**src/rtl/binary_search_pkg.sv**
```systemverilog
// rtl/binary_search_pkg.sv - Shared state encoding and default sizing for the binary search block
package binary_search_pkg;

    localparam int DEF_DATA_W = 8;
    localparam int DEF_ADDR_W = 5;

    typedef enum logic [1:0] {
        S_IDLE = 2'd0,
        S_ADDR = 2'd1,
        S_CMP  = 2'd2,
        S_DONE = 2'd3
    } state_t;

endpackage

```
**src/rtl/search_mem.sv**
```systemverilog
// rtl/search_mem.sv - DEPTH x DATA_W memory, one write port and one registered read port
module search_mem
    import binary_search_pkg::*;
#(
    parameter int DATA_W = DEF_DATA_W,
    parameter int ADDR_W = DEF_ADDR_W
) (
    input  logic              clk,
    input  logic              wr_en,
    input  logic [ADDR_W-1:0] wr_addr,
    input  logic [DATA_W-1:0] wr_data,
    input  logic [ADDR_W-1:0] rd_addr,
    output logic [DATA_W-1:0] rd_data
);
    logic [DATA_W-1:0] mem [2**ADDR_W];

    always_ff @(posedge clk) begin
        if (wr_en) begin
            mem[wr_addr] <= wr_data;
        end
        rd_data <= mem[rd_addr];
    end

endmodule

```
**src/rtl/binary_search_param.sv**
```systemverilog
// rtl/binary_search_param.sv - Exact-match / lower-bound binary search over a loadable sorted memory
module binary_search_param
    import binary_search_pkg::*;
#(
    parameter int DATA_W = DEF_DATA_W,
    parameter int ADDR_W = DEF_ADDR_W
) (
    input  logic              Clock,
    input  logic              Reset,
    input  logic              Start,
    input  logic [DATA_W-1:0] Key,
    input  logic              Mode,
    input  logic              Wr_En,
    input  logic [ADDR_W-1:0] Wr_Addr,
    input  logic [DATA_W-1:0] Wr_Data,
    output logic              Busy,
    output logic              Done,
    output logic              Found,
    output logic [ADDR_W:0]   Index,
    output logic [ADDR_W:0]   Probes
);
    localparam int IDX_W = ADDR_W + 1;
    localparam logic [IDX_W-1:0] DEPTH_V = {1'b1, {ADDR_W{1'b0}}};

    state_t            state_q, state_d;
    logic [DATA_W-1:0] key_q, key_d;
    logic              mode_q, mode_d;
    logic [IDX_W-1:0]  lo_q, lo_d, hi_q, hi_d, mid_q, mid_d;
    logic [IDX_W-1:0]  lo_n, hi_n, mid_c;
    logic [IDX_W:0]    sum;
    logic              found_q, found_d;
    logic [IDX_W-1:0]  index_q, index_d, probes_q, probes_d;
    logic [DATA_W-1:0] rd_data;
    logic              mem_we;

    assign sum    = {1'b0, lo_q} + {1'b0, hi_q};
    assign mid_c  = IDX_W'(sum >> 1);
    assign Busy   = (state_q != S_IDLE);
    assign Done   = (state_q == S_DONE);
    assign Found  = found_q;
    assign Index  = index_q;
    assign Probes = probes_q;
    assign mem_we = Wr_En && !Busy && !Reset;

    search_mem #(.DATA_W(DATA_W), .ADDR_W(ADDR_W)) u_mem (
        .clk     (Clock),
        .wr_en   (mem_we),
        .wr_addr (Wr_Addr),
        .wr_data (Wr_Data),
        .rd_addr (mid_c[ADDR_W-1:0]),
        .rd_data (rd_data)
    );

    always_comb begin
        state_d  = state_q;
        key_d    = key_q;
        mode_d   = mode_q;
        lo_d     = lo_q;
        hi_d     = hi_q;
        mid_d    = mid_q;
        found_d  = found_q;
        index_d  = index_q;
        probes_d = probes_q;
        lo_n     = lo_q;
        hi_n     = hi_q;
        if (rd_data < key_q) begin
            lo_n = mid_q + IDX_W'(1);
        end else begin
            hi_n = mid_q;
        end
        case (state_q)
            S_IDLE: begin
                if (Start) begin
                    key_d    = Key;
                    mode_d   = Mode;
                    lo_d     = '0;
                    hi_d     = DEPTH_V;
                    found_d  = 1'b0;
                    index_d  = '0;
                    probes_d = '0;
                    state_d  = S_ADDR;
                end
            end
            S_ADDR: begin
                if (lo_q >= hi_q) begin
                    index_d = lo_q;
                    found_d = mode_q && (lo_q < DEPTH_V);
                    state_d = S_DONE;
                end else begin
                    mid_d    = mid_c;
                    probes_d = probes_q + IDX_W'(1);
                    state_d  = S_CMP;
                end
            end
            S_CMP: begin
                if (!mode_q && (rd_data == key_q)) begin
                    found_d = 1'b1;
                    index_d = mid_q;
                    state_d = S_DONE;
                end else begin
                    lo_d = lo_n;
                    hi_d = hi_n;
                    // Leave straight from CMP when the interval empties so Done lands on cycle 2*Probes+1
                    if (lo_n >= hi_n) begin
                        index_d = lo_n;
                        found_d = mode_q && (lo_n < DEPTH_V);
                        state_d = S_DONE;
                    end else begin
                        state_d = S_ADDR;
                    end
                end
            end
            S_DONE:  state_d = S_IDLE;
            default: state_d = S_IDLE;
        endcase
    end

    always_ff @(posedge Clock) begin
        if (Reset) begin
            state_q  <= S_IDLE;
            key_q    <= '0;
            mode_q   <= 1'b0;
            lo_q     <= '0;
            hi_q     <= '0;
            mid_q    <= '0;
            found_q  <= 1'b0;
            index_q  <= '0;
            probes_q <= '0;
        end else begin
            state_q  <= state_d;
            key_q    <= key_d;
            mode_q   <= mode_d;
            lo_q     <= lo_d;
            hi_q     <= hi_d;
            mid_q    <= mid_d;
            found_q  <= found_d;
            index_q  <= index_d;
            probes_q <= probes_d;
        end
    end

endmodule

```
**config.mk**
```make
export PLATFORM = sky130hd
export DESIGN_NAME = binary_search_param
export DESIGN_NICKNAME = d
export VERILOG_FILES = /design/src/rtl/binary_search_pkg.sv /design/src/rtl/search_mem.sv /design/src/rtl/binary_search_param.sv
export SDC_FILE = /design/constraint.sdc
export NUM_CORES = 1
export LEC_CHECK = 0
export BUFFER_PORTS_ARGS = -buffer_cell sky130_fd_sc_hd__buf_2
export CAP_MARGIN = 40
export CORE_MARGIN = 3
export CORE_UTILIZATION = 25
export CTS_CLUSTER_SIZE = 28
export DETAILED_ROUTE_END_ITERATION = 7
export PLACE_DENSITY = 0.38
export SETUP_SLACK_MARGIN = 0.5
export SKIP_LAST_GASP = 1
export SLEW_MARGIN = 20
export SYNTH_ARGS = -nofsm -noshare
export SYNTH_HDL_FRONTEND = slang
export SYNTH_SLANG_ARGS = --single-unit
export TNS_END_PERCENT = 100
```
**constraint.sdc**
```tcl
create_clock -name Clock -period 4.33 [get_ports Clock]
set_input_delay 0.2165 -clock Clock [delete_from_list [all_inputs] [get_ports Clock]]
set_output_delay 0.2165 -clock Clock [all_outputs]
set_load 0.01 [all_outputs]
```
==> results_dict.tcl <==
set metrics [dict create \
    start_util 0.2551 \
    crit_required_ps 4680 \
    finClkSkew_ps 12.50 \
    min_to "state_q[1]$_SDFFE_PP0P_" \
    clkSlewWorstSetupHoldPaths_ps 60 \
    die_x_um 233.0 \
    cts_tree "yes" \
    dpl.hpwl_um 21580 \
    arrival_ps 3820 \
    power.total_w 0.007593 \
    rsz0062_at_grt "no" \
    core-area_um2 50480 \
    port-buffer-count 40 \
    syn2layout_area_growth_pct 19.08 \
    fmax_mhz 288.3 \
    reg2reg_depth 7 \
    ys_seq_area_frac 0.6747 \
    holdCritStartpoint "Start" \
    synth_edf_count 256 \
    yosysTopAreaCell "edfxtp_1" \
    synthFlopType "edfxtp_1" \
    grt_max_degree 66 \
    wl_um 32700 \
    yosysMostFrequentCell "edfxtp_1" \
    crit_type "flip-flop to flip-flop" \
    maxSlewHeadroom 0.4666 \
    io_pins 41 \
    postCtsSetupRepairBufs 0 \
    die_area_um2 54270 \
    synth_warnings 0 \
    antenna_found_initial 2 \
    finalNetCount 953 \
    hold_class "primary input to flip-flop" \
    antenna_cells 0 \
    ant_nets 0 \
    synthTopCellsByArea "edfxtp_1 (60%), mux4_2 (11%), dfxtp_1 (7.8%), ha_1 (3.2%), nor2_1 (2.3%)" \
    numCtsBuffers 36 \
    layout_min_cycle_time_ps 3469 \
    reg2reg_from "lo_q[0]$_SDFFE_PP0P_" \
    grt_usage 0.1237 \
    synth_fp_nets 859 \
    p_per_area_nw_per_um2 495.2 \
    synth-async-reset-ratio 0 \
    final-setup-viol-count 0 \
    grt_pass1_vias 7625 \
    p_leak_nw 4.922 \
    rows 82 \
    synthCells 799 \
    worstSetupEndpointType "flip-flop" \
    ys_top_cells_by_count "edfxtp_1 (256), nor2_1 (78), mux4_2 (64)" \
    clkSinkCount 306 \
    grt.overflow.total 0 \
    hold_path_depth 4 \
    fin_tns_setup_ps 0 \
    path_max_fanout 17 \
    clockRootBuffer "clkbuf_16" \
    via_count 7096 \
    pre_cts_slack_ps 837.9 \
    clk_latency_ps 550 \
    yosysUniqueCellTypes 57 \
    rr_endpoint "u_mem.rd_data[5]$_DFF_P_" \
    slew_viol_final 0 \
    drt-wirelength-per-cell_um 20.57 \
    gp_congestion 0.7480 \
    ys_ff_latch 306 \
    reg2reg_setup_slack_ps 860 \
    synth_area_um2 12880 \
    synth.avg_cell_area_um2 16.12 \
    worst-slew-pin-transition_ps 797.1 \
    vias_per_cell 4.463 \
    layout-drive-gt1-share 0.2364 \
    htree_num_levels 2 \
    die_height_um 233.0 \
    max_cap_viol_count 0 \
    synth_top_area_frac 0.5970 \
    grt_pass1_wl_um 49780 \
    final_util 0.3038 \
    status "completed" \
    min_period_over_period 0.8011 \
    drc_errors 0 \
    finalHoldViolCount 0 \
    clockBufferDepth 3 \
    drt_pass1_iterations 5 \
    first_iter_violations 393 \
    irDropWorstVdd_v 0.0002720 \
    start_kind "flip-flop" \
    n_fill_cell 5076 \
    fin_ws_ps 861.4 \
]
-- sequential cells by signal, summed over array words and instances (netlist names) --
register       flops
key_q              8
lo_q               6
Found              1
u_mem.mem        256
state_q            2
mode_q             1
u_mem.rd_data      8
hi_q               6
Index              6
mid_q              6
Probes             6
-- stage by stage --
step                cell area (um^2)  hold WS, ps  instances
floorplan                      12880        315.4        799
global placement               13880        443.1       1493
detailed placement             14020        447.9       1513
CTS                            15290        80.63       1585
global route                   15330        159.3       1590
finish                         15330        112.6       1590
-- repair_timing --
| item | CTS | global route |
|---|---|---|
| hold buffers | 9 | 0 |
| hold endpoints to repair | 9 | 0 |
| endpoints found under the setup margin | 0 | 6 |
| resized for setup | 0 | 3 |
-- report_power, final --
group	switching, W	total (W)	internal [W]
Combinational	0.000796	0.00123	0.000433
Sequential	0.0000627	0.00334	0.00327
Clock	0.00121	0.00303	0.00181
-- routing by layer --
metal,part of all wire,global-route usage
met3,0.042,0.02595
met1,0.48,0.1734
met4,0.018,0.02925
met5,0.00028,0
met2,0.46,0.1966
-- worst max path at each step --
stage | to | from | slack (ps) | cells past startpoint
6_report | u_mem.rd_data[5]$_DFF_P_ | lo_q[0]$_SDFFE_PP0P_ | 860 | 7
5_1_grt | Index[3]$_SDFFE_PP0P_ | key_q[7]$_SDFFE_PP0P_ | 500 | 16
4_1_cts | u_mem.rd_data[5]$_DFF_P_ | lo_q[0]$_SDFFE_PP0P_ | 820 | 7
3_5_place_dp | u_mem.rd_data[5]$_DFF_P_ | lo_q[0]$_SDFFE_PP0P_ | 840 | 7
3_3_place_gp | u_mem.rd_data[7]$_DFF_P_ | hi_q[1]$_SDFFE_PP0P_ | 780 | 9
2_1_floorplan | Found$_SDFFE_PP0P_ | key_q[1]$_SDFFE_PP0P_ | 1060 | 15
-- logic make-up (layout without fill, tap and decap cells) --
| logic type | after synthesis | in the layout | synth area share |
|---|---|---|---|
| flip-flops | 306 | 306 | 0.6747 |
| XOR/XNOR | 10 | 10 | 0.006801 |
| AND/OR/NAND/NOR | 177 | 177 | 0.06248 |
| multiplexers | 102 | 102 | 0.1435 |
| AO/OA/AOI/OAI | 112 | 112 | 0.05742 |
| adder cells (fa/ha/maj) | 34 | 34 | 0.03362 |
| buffers and inverters | 58 | 177 | 0.02147 |
-- layout make-up --
type                    count  area, um^2  share of cell area
clock buffers              46       959.7             0.06258
clock inverters            17       216.5             0.01412
inverters                  28       105.1            0.006854
multi-input cells         435        3934              0.2565
flip-flops and latches    306        8688              0.5666
well taps                 672       840.8             0.05483
repair buffers             86       590.6             0.03851
-- layout by cell type (no fill, tap or decap), types with 5 or more instances in the layout --
| cell type | n |
|---|---|
| inv_1 | 28 |
| clkinv_1 | 6 |
| clkbuf_1 | 9 |
| dlygate4sd3_1 | 9 |
| nand2_1 | 49 |
| mux4_2 | 64 |
| mux2i_1 | 20 |
| buf_2 | 41 |
| clkbuf_16 | 37 |
| o2bb2ai_1 | 6 |
| nor3_1 | 5 |
| dfxtp_1 | 50 |
| a21o_1 | 6 |
| buf_4 | 34 |
| nand3_1 | 12 |
| a22oi_1 | 7 |
| a21oi_1 | 40 |
| nor2_1 | 77 |
| xnor2_1 | 5 |
| a211oi_1 | 6 |
| mux2_2 | 16 |
| edfxtp_1 | 256 |
| nand3b_1 | 9 |
| o22ai_1 | 8 |
| ha_1 | 33 |
| or3_1 | 5 |
| a221oi_1 | 10 |
| o21ai_0 | 12 |
-- critical path: stages, from the launching register on --
cell	delay [ps]
dfxtp_1	340
ha_1	280
fa_4	970
buf_12	240
mux4_2	530
mux2_2	310
o22ai_1	400
a221oi_1	180
Power figures use the tool's default switching activity.
